## config.mk

```make
export PLATFORM = sky130hd
export DESIGN_NAME = id_scoreboard
export DESIGN_NICKNAME = d
export VERILOG_FILES = /design/src/rtl/id_scoreboard.sv
export SDC_FILE = /design/constraint.sdc
export NUM_CORES = 1
export LEC_CHECK = 0
export CORE_MARGIN = 2
export CORE_UTILIZATION = 50
export CTS_CLUSTER_DIAMETER = 120
export DETAILED_ROUTE_END_ITERATION = 8
export GPL_ROUTABILITY_DRIVEN = 0
export PLACE_DENSITY_LB_ADDON = 0.1
export SYNTH_ARGS = -nofsm -noshare
export SYNTH_HDL_FRONTEND = slang
export SYNTH_SLANG_ARGS = --single-unit
export TNS_END_PERCENT = 100
```

## constraint.sdc

```tcl
create_clock -name clk -period 6.8 [get_ports clk]
set_input_delay 1.36 -clock clk [delete_from_list [all_inputs] [get_ports clk]]
set_output_delay 1.36 -clock clk [all_outputs]
set_load 0.02 [all_outputs]
```

## src/rtl/id_scoreboard.sv

```systemverilog
// Decode-stage register scoreboard with tagged in-flight writes, per-instruction
// result latency and N-way operand bypass; raises stallreq on unresolved RAW hazards.
module id_scoreboard #(
  parameter int DW   = 32,
  parameter int NREG = 32,
  parameter int NRD  = 2,
  parameter int NFWD = 3,
  parameter int LW   = 2,
  parameter int TAGW = 3,
  localparam int AW  = $clog2(NREG)
) (
  input  logic                 clk,
  input  logic                 rst,
  input  logic                 adv,
  input  logic                 issue_valid,
  input  logic                 issue_we,
  input  logic [AW-1:0]        issue_waddr,
  input  logic [LW-1:0]        issue_lat,
  output logic [TAGW-1:0]      issue_tag,
  input  logic [NRD-1:0]       rd_en,
  input  logic [NRD*AW-1:0]    rd_addr,
  input  logic [NRD*DW-1:0]    rf_rdata,
  input  logic [NFWD-1:0]      fwd_valid,
  input  logic [NFWD*TAGW-1:0] fwd_tag,
  input  logic [NFWD*DW-1:0]   fwd_data,
  input  logic                 wb_we,
  input  logic [AW-1:0]        wb_waddr,
  input  logic [TAGW-1:0]      wb_tag,
  output logic [NRD*DW-1:0]    opnd,
  output logic                 stallreq,
  output logic [NREG-1:0]      busy_vec
);

  logic [NREG-1:0] busy;
  logic [LW-1:0]   cnt [NREG];
  logic [TAGW-1:0] tag [NREG];
  logic [TAGW-1:0] next_tag;
  logic            issue_fire;

  logic [AW-1:0]   raddr  [NRD];
  logic [DW-1:0]   rdat   [NRD];
  logic [DW-1:0]   opnd_a [NRD];
  logic [DW:0]     lk     [NRD];
  logic [NRD-1:0]  port_stall;
  logic [TAGW-1:0] ftag   [NFWD];
  logic [DW-1:0]   fdat   [NFWD];

  for (genvar p = 0; p < NRD; p++) begin : g_port
    assign raddr[p]            = rd_addr[p*AW +: AW];
    assign rdat[p]             = rf_rdata[p*DW +: DW];
    assign opnd[p*DW +: DW]    = opnd_a[p];
  end

  for (genvar c = 0; c < NFWD; c++) begin : g_chan
    assign ftag[c] = fwd_tag[c*TAGW +: TAGW];
    assign fdat[c] = fwd_data[c*DW +: DW];
  end

  // Returns {hit, data}; scanning oldest-to-youngest lets the youngest match win.
  function automatic logic [DW:0] fwd_lookup(input logic [TAGW-1:0] want);
    logic [DW:0] res;
    res = '0;
    for (int c = NFWD - 1; c >= 0; c--) begin
      if (fwd_valid[c] && ftag[c] == want) res = {1'b1, fdat[c]};
    end
    return res;
  endfunction

  assign issue_fire = issue_valid & adv & ~stallreq;
  assign issue_tag  = next_tag;
  assign busy_vec   = busy;
  assign stallreq   = |port_stall;

  always_ff @(posedge clk or negedge rst) begin
    if (!rst) begin
      busy     <= '0;
      next_tag <= '0;
      for (int r = 0; r < NREG; r++) begin
        cnt[r] <= '0;
        tag[r] <= '0;
      end
    end else begin
      if (issue_fire) next_tag <= next_tag + TAGW'(1);
      for (int r = 1; r < NREG; r++) begin
        if (issue_fire && issue_we && issue_waddr == AW'(r)) begin
          busy[r] <= 1'b1;
          cnt[r]  <= issue_lat;
          tag[r]  <= next_tag;
        end else begin
          // A stale tag means a younger write superseded this one; keep the entry.
          if (wb_we && wb_waddr == AW'(r) && busy[r] && tag[r] == wb_tag)
            busy[r] <= 1'b0;
          if (adv && busy[r] && cnt[r] != '0)
            cnt[r] <= cnt[r] - LW'(1);
        end
      end
    end
  end

  always_comb begin
    port_stall = '0;
    for (int p = 0; p < NRD; p++) begin
      opnd_a[p] = rdat[p];
      lk[p]     = fwd_lookup(tag[raddr[p]]);
      if (rd_en[p]) begin
        if (raddr[p] == '0) begin
          opnd_a[p] = '0;
        end else if (busy[raddr[p]]) begin
          if (cnt[raddr[p]] == '0 && lk[p][DW])
            opnd_a[p] = lk[p][DW-1:0];
          else
            port_stall[p] = 1'b1;
        end
      end
    end
  end

endmodule

```

==> run_results.csv, run 1 <==
group,metric,value,unit
run_status,outcome,"finished, final reports clean",
route,vias_per_cell,6.379,
critical_path,path_class,"in2out",
synth,synth_edf_count,0,
synth,synth_top_cell_by_area,"dfrtp_1",
sta,finalCriticalPeriod,6679,ps
sta,hold_violations,0,
synth,synth_area_leaders,"dfrtp_1 (30%), mux2_2 (12%), mux4_2 (8.8%), xnor2_1 (7.0%), mux2i_1 (4.4%)",
critical_path,worst_ep_arrival_time,5320,ps
critical_path,r2r_setup_slack,2510,ps
job,cap_violations,0,
power_and_ir_drop,p_switching,1965,uW
synth,syn_inst,1569,
power_and_ir_drop,combinationalPowerShare,0.445,
hold_path,hold_end,"tag[66]",
sta,tightest_slew,1314,ps
layout,post-route-util,0.6456,
clock_network,clock_sinks,189,
critical_path,cp_max_fo,22,
floorplan,die_y,182.1,um
floorplan,die-area,0.03316,sq mm
global_route,grt_pass1_wl,87.35,mm
hold_path,hold_class,"reg2reg",
global_route,grt_pass1_vias,14238,
synth,ys_types,82,
power_and_ir_drop,power_leakage,0.008355,uW
floorplan,initial_core_util,0.5052,
hold_path,min_delay_path_depth,1,
clock_network,clk_pin_slew_worst_paths,80,ps
synth,async_reset_ff_frac,1.000,
clock_network,cts_hold_buffers,0,
global_route,antenna_found_initial,2,
sta,finalCritPeriodShare,0.9822,
sta,max_freq,0.1497,GHz
placement,portBuffers,303,
power_and_ir_drop,pwr-share-clk,0.207,
route,firstDrtPassIters,5,
floorplan,coreArea,0.03139,sq mm
clock_network,cts_tree,"yes",
synth,synth_top_area_frac,0.2982,
floorplan,rows,65,
layout,syn2layout_area_growth,27.78,%
route,vias,14441,
clock_network,numCtsBuffers,17,
synth,synth.cell_area,0.01586,sq mm
power_and_ir_drop,vdd_drop_max,231.6,uV
power_and_ir_drop,p_seq_frac,0.348,
sta,setup_viol,0,
layout,drive_gt1_frac,0.2166,
power_and_ir_drop,finalPower,4943,uW
clock_network,worstSkewPairLatency,450,ps
route,drtIter0Drc,1319,
critical_path,timing.rr.start,"tag[52]",
clock_network,htreeDepth,4,
route,drt-total-wl,58.37,mm
synth,ys_seq_area_frac,0.2982,
placement,dp_hpwl,43.89,mm
critical_path,reg2regPathDepth,11,
global_route,grt_max_degree,75,
route,drc,0,
layout,nNetsFinal,2085,
layout,nFillCells,2551,
layout,regArea,0.004730,sq mm
power_and_ir_drop,internal_power,2978,uW
critical_path,worst_ep_required_time,5440,ps
route,wire_per_inst,25.78,um
layout,multiInputGateArea,0.01045,sq mm
synth,synth_nets,1806,
power_and_ir_drop,power_density,243.9,mW/mm^2
clock_network,cts_root_buf,"clkbuf_16",
power_and_ir_drop,switching_share,0.3975,
critical_path,r2r_end,"tag[86]",
global_route,grt_usage,0.3451,
critical_path,startpoint_type,"primary input",
floorplan,ios,305,
route,ant_nets,0,
sta,skew,13.15,ps
global_route,overflow,0,
sta,tns,0,ps
clock_network,cts.path.max_buffers,2,
synth,synth_ff_type,"dfrtp_1",
synth,synth.avg_cell_area,10.11,sq um
hold_path,hp-start,"tag[66]",
synth,ys_ff_latch,189,
sta,max_slew_margin,0.1218,
synth,ys_warn_count,6,
floorplan,die_x,182.1,um
critical_path,worst_setup_path_end_kind,"primary output",
sta,slew_viol_final,0,
[power groups by stage]
stage          logic [uW]  clock network [uW]  registers, uW
5_1_grt              2370                1080           1750
3_3_place_gp         2080                   0           1720
6_report             2200                1020           1720
4_1_cts              2180                1040           1710
2_1_floorplan        1350                   0           1680
3_5_place_dp         2160                   0           1730
[worst max-delay path, stage by stage]
cell             delay (ps)
clkdlybuf4s50_1         460
buf_12                  180
and2b_1                 230
a221oi_1                120
or3b_2                  530
a32oi_1                 260
o31ai_2                 140
or4b_2                  760
buf_12                  200
and3_1                  160
o31ai_1                 240
mux2i_1                 120
clkdlybuf4s50_1         550
[synthesized netlist by cell type, types with 3 or more instances]
cell type and count:
buf_6 5, a221o_1 33, mux2_4 5, o21a_1 3, o21ai_0 88, nor4_4 4, inv_1 68, mux2i_1 69
o31ai_1 34, a2bb2oi_1 3, and2_1 40, buf_1 10, nand3_1 8, dfrtp_1 189, clkbuf_1 77, nand3b_1 34
nor3_2 25, or3b_2 3, a32oi_1 3, a31oi_1 4, nor2_1 56, nand2_1 111, buf_4 5, mux4_2 62
nand2b_1 83, xnor2_1 127, a21oi_1 8, a32o_1 32, mux2_1 3, mux2_2 166, nand4_1 31, buf_2 19
xor2_1 9, nor2b_1 7, and3_1 34, ha_1 32, a22oi_1 5, nor3_1 13, nor4b_4 3
[state kept, by name, summed over array words and instances (netlist names)]
signal     count
cnt           62
busy_vec      31
tag           93
issue_tag      3
[placed cells by master, fill, tap and decap left out, types with 4 or more instances in the layout]
master | Yosys | routed
dfrtp_1 | 189 | 189
ha_1 | 32 | 32
nand3_1 | 8 | 8
nand4_1 | 31 | 31
o21ai_0 | 88 | 88
nor4b_4 | 3 | 4
a22oi_1 | 5 | 5
nand3b_1 | 34 | 34
a32o_1 | 32 | 32
clkdlybuf4s50_1 | 0 | 280
nor4_4 | 4 | 4
buf_2 | 19 | 8
nor2b_1 | 7 | 7
nand2_1 | 111 | 111
xor2_1 | 9 | 9
nand2b_1 | 83 | 83
and3_1 | 34 | 34
buf_12 | 0 | 12
a31oi_1 | 4 | 4
mux4_2 | 62 | 62
nor3_1 | 13 | 12
and2_1 | 40 | 40
nor3_2 | 25 | 26
clkbuf_16 | 0 | 17
mux2i_1 | 69 | 69
mux2_2 | 166 | 166
mux2_4 | 5 | 5
inv_1 | 68 | 68
o31ai_1 | 34 | 33
dlymetal6s2s_1 | 0 | 14
a221o_1 | 33 | 33
xnor2_1 | 127 | 127
inv_8 | 0 | 5
nor2_1 | 56 | 54
a21oi_1 | 8 | 8
buf_4 | 5 | 59
[cells by family (layout without fill, tap and decap cells)]
kind of cell,Yosys count,count (layout),share of synthesized area
simple gates,472,472,0.1773
xor+xnor,136,136,0.07510
buf+inv,186,477,0.04907
fa+ha+maj,32,32,0.02524
other cells,1,2,0.0002364
mux,305,305,0.2563
compound gates,248,249,0.1186
flops,189,189,0.2982
[what timing repair did]
item	CTS	global route
gates resized for setup	0	18
buffers inserted	0	5
endpoints found under the setup margin	0	53
[how the worst max path moves through the flow]
stage	startpoint	to	cells past startpoint
after floorplan	rd_addr[6]	opnd[33]	12
after global placement	rd_addr[7]	opnd[42]	13
after detailed placement	rd_addr[0]	opnd[30]	12
after CTS	rd_addr[0]	opnd[30]	12
after global routing	rd_addr[3]	opnd[21]	13
final	rd_addr[7]	opnd[58]	13
[per-layer routing]
layer / part of all wire / up-vias / track usage
met2: 0.49 / 765 / 0.5866
met1: 0.39 / 7180 / 0.4297
met3: 0.081 / 173 / 0.06566
met5: 0.00019 / - / 0
met4: 0.047 / 2 / 0.1513
li1: - / 6321 / -
[per-stage QoR]
stage	hold slack (ps)	setup slack [ps]	area (sq um)	instances
6_report	602.9	120.9	20270	2264
4_1_cts	594.5	21.54	20130	2257
2_1_floorplan	519.2	898.0	15860	1569
5_1_grt	614.8	-7.361	20270	2264
3_3_place_gp	563.4	131.8	19540	2225
3_5_place_dp	567.9	-30.21	19540	2225
[area by class of cell]
type	count	share of cell area
diodes	1	0.0001235
flip-flops and latches	189	0.2334
inverters	70	0.01297
clock inverters	15	0.008088
well taps	402	0.02482
clock buffers	17	0.02099
repair buffers	375	0.1839
multi-input cells	1195	0.5158
(Power assumes the default switching activity.)
==> inputs of run 2 (changes only) <==
--- a/config.mk
+++ b/config.mk
@@ -7,7 +7,7 @@
 export LEC_CHECK = 0
 export CORE_MARGIN = 2
 export CORE_UTILIZATION = 50
-export CTS_CLUSTER_DIAMETER = 120
+export CTS_CLUSTER_DIAMETER = 150
 export DETAILED_ROUTE_END_ITERATION = 8
 export GPL_ROUTABILITY_DRIVEN = 0
 export PLACE_DENSITY_LB_ADDON = 0.1
==> results of run 2 <==
No change in the layout: final DEF, timing and power equal those of run 1.
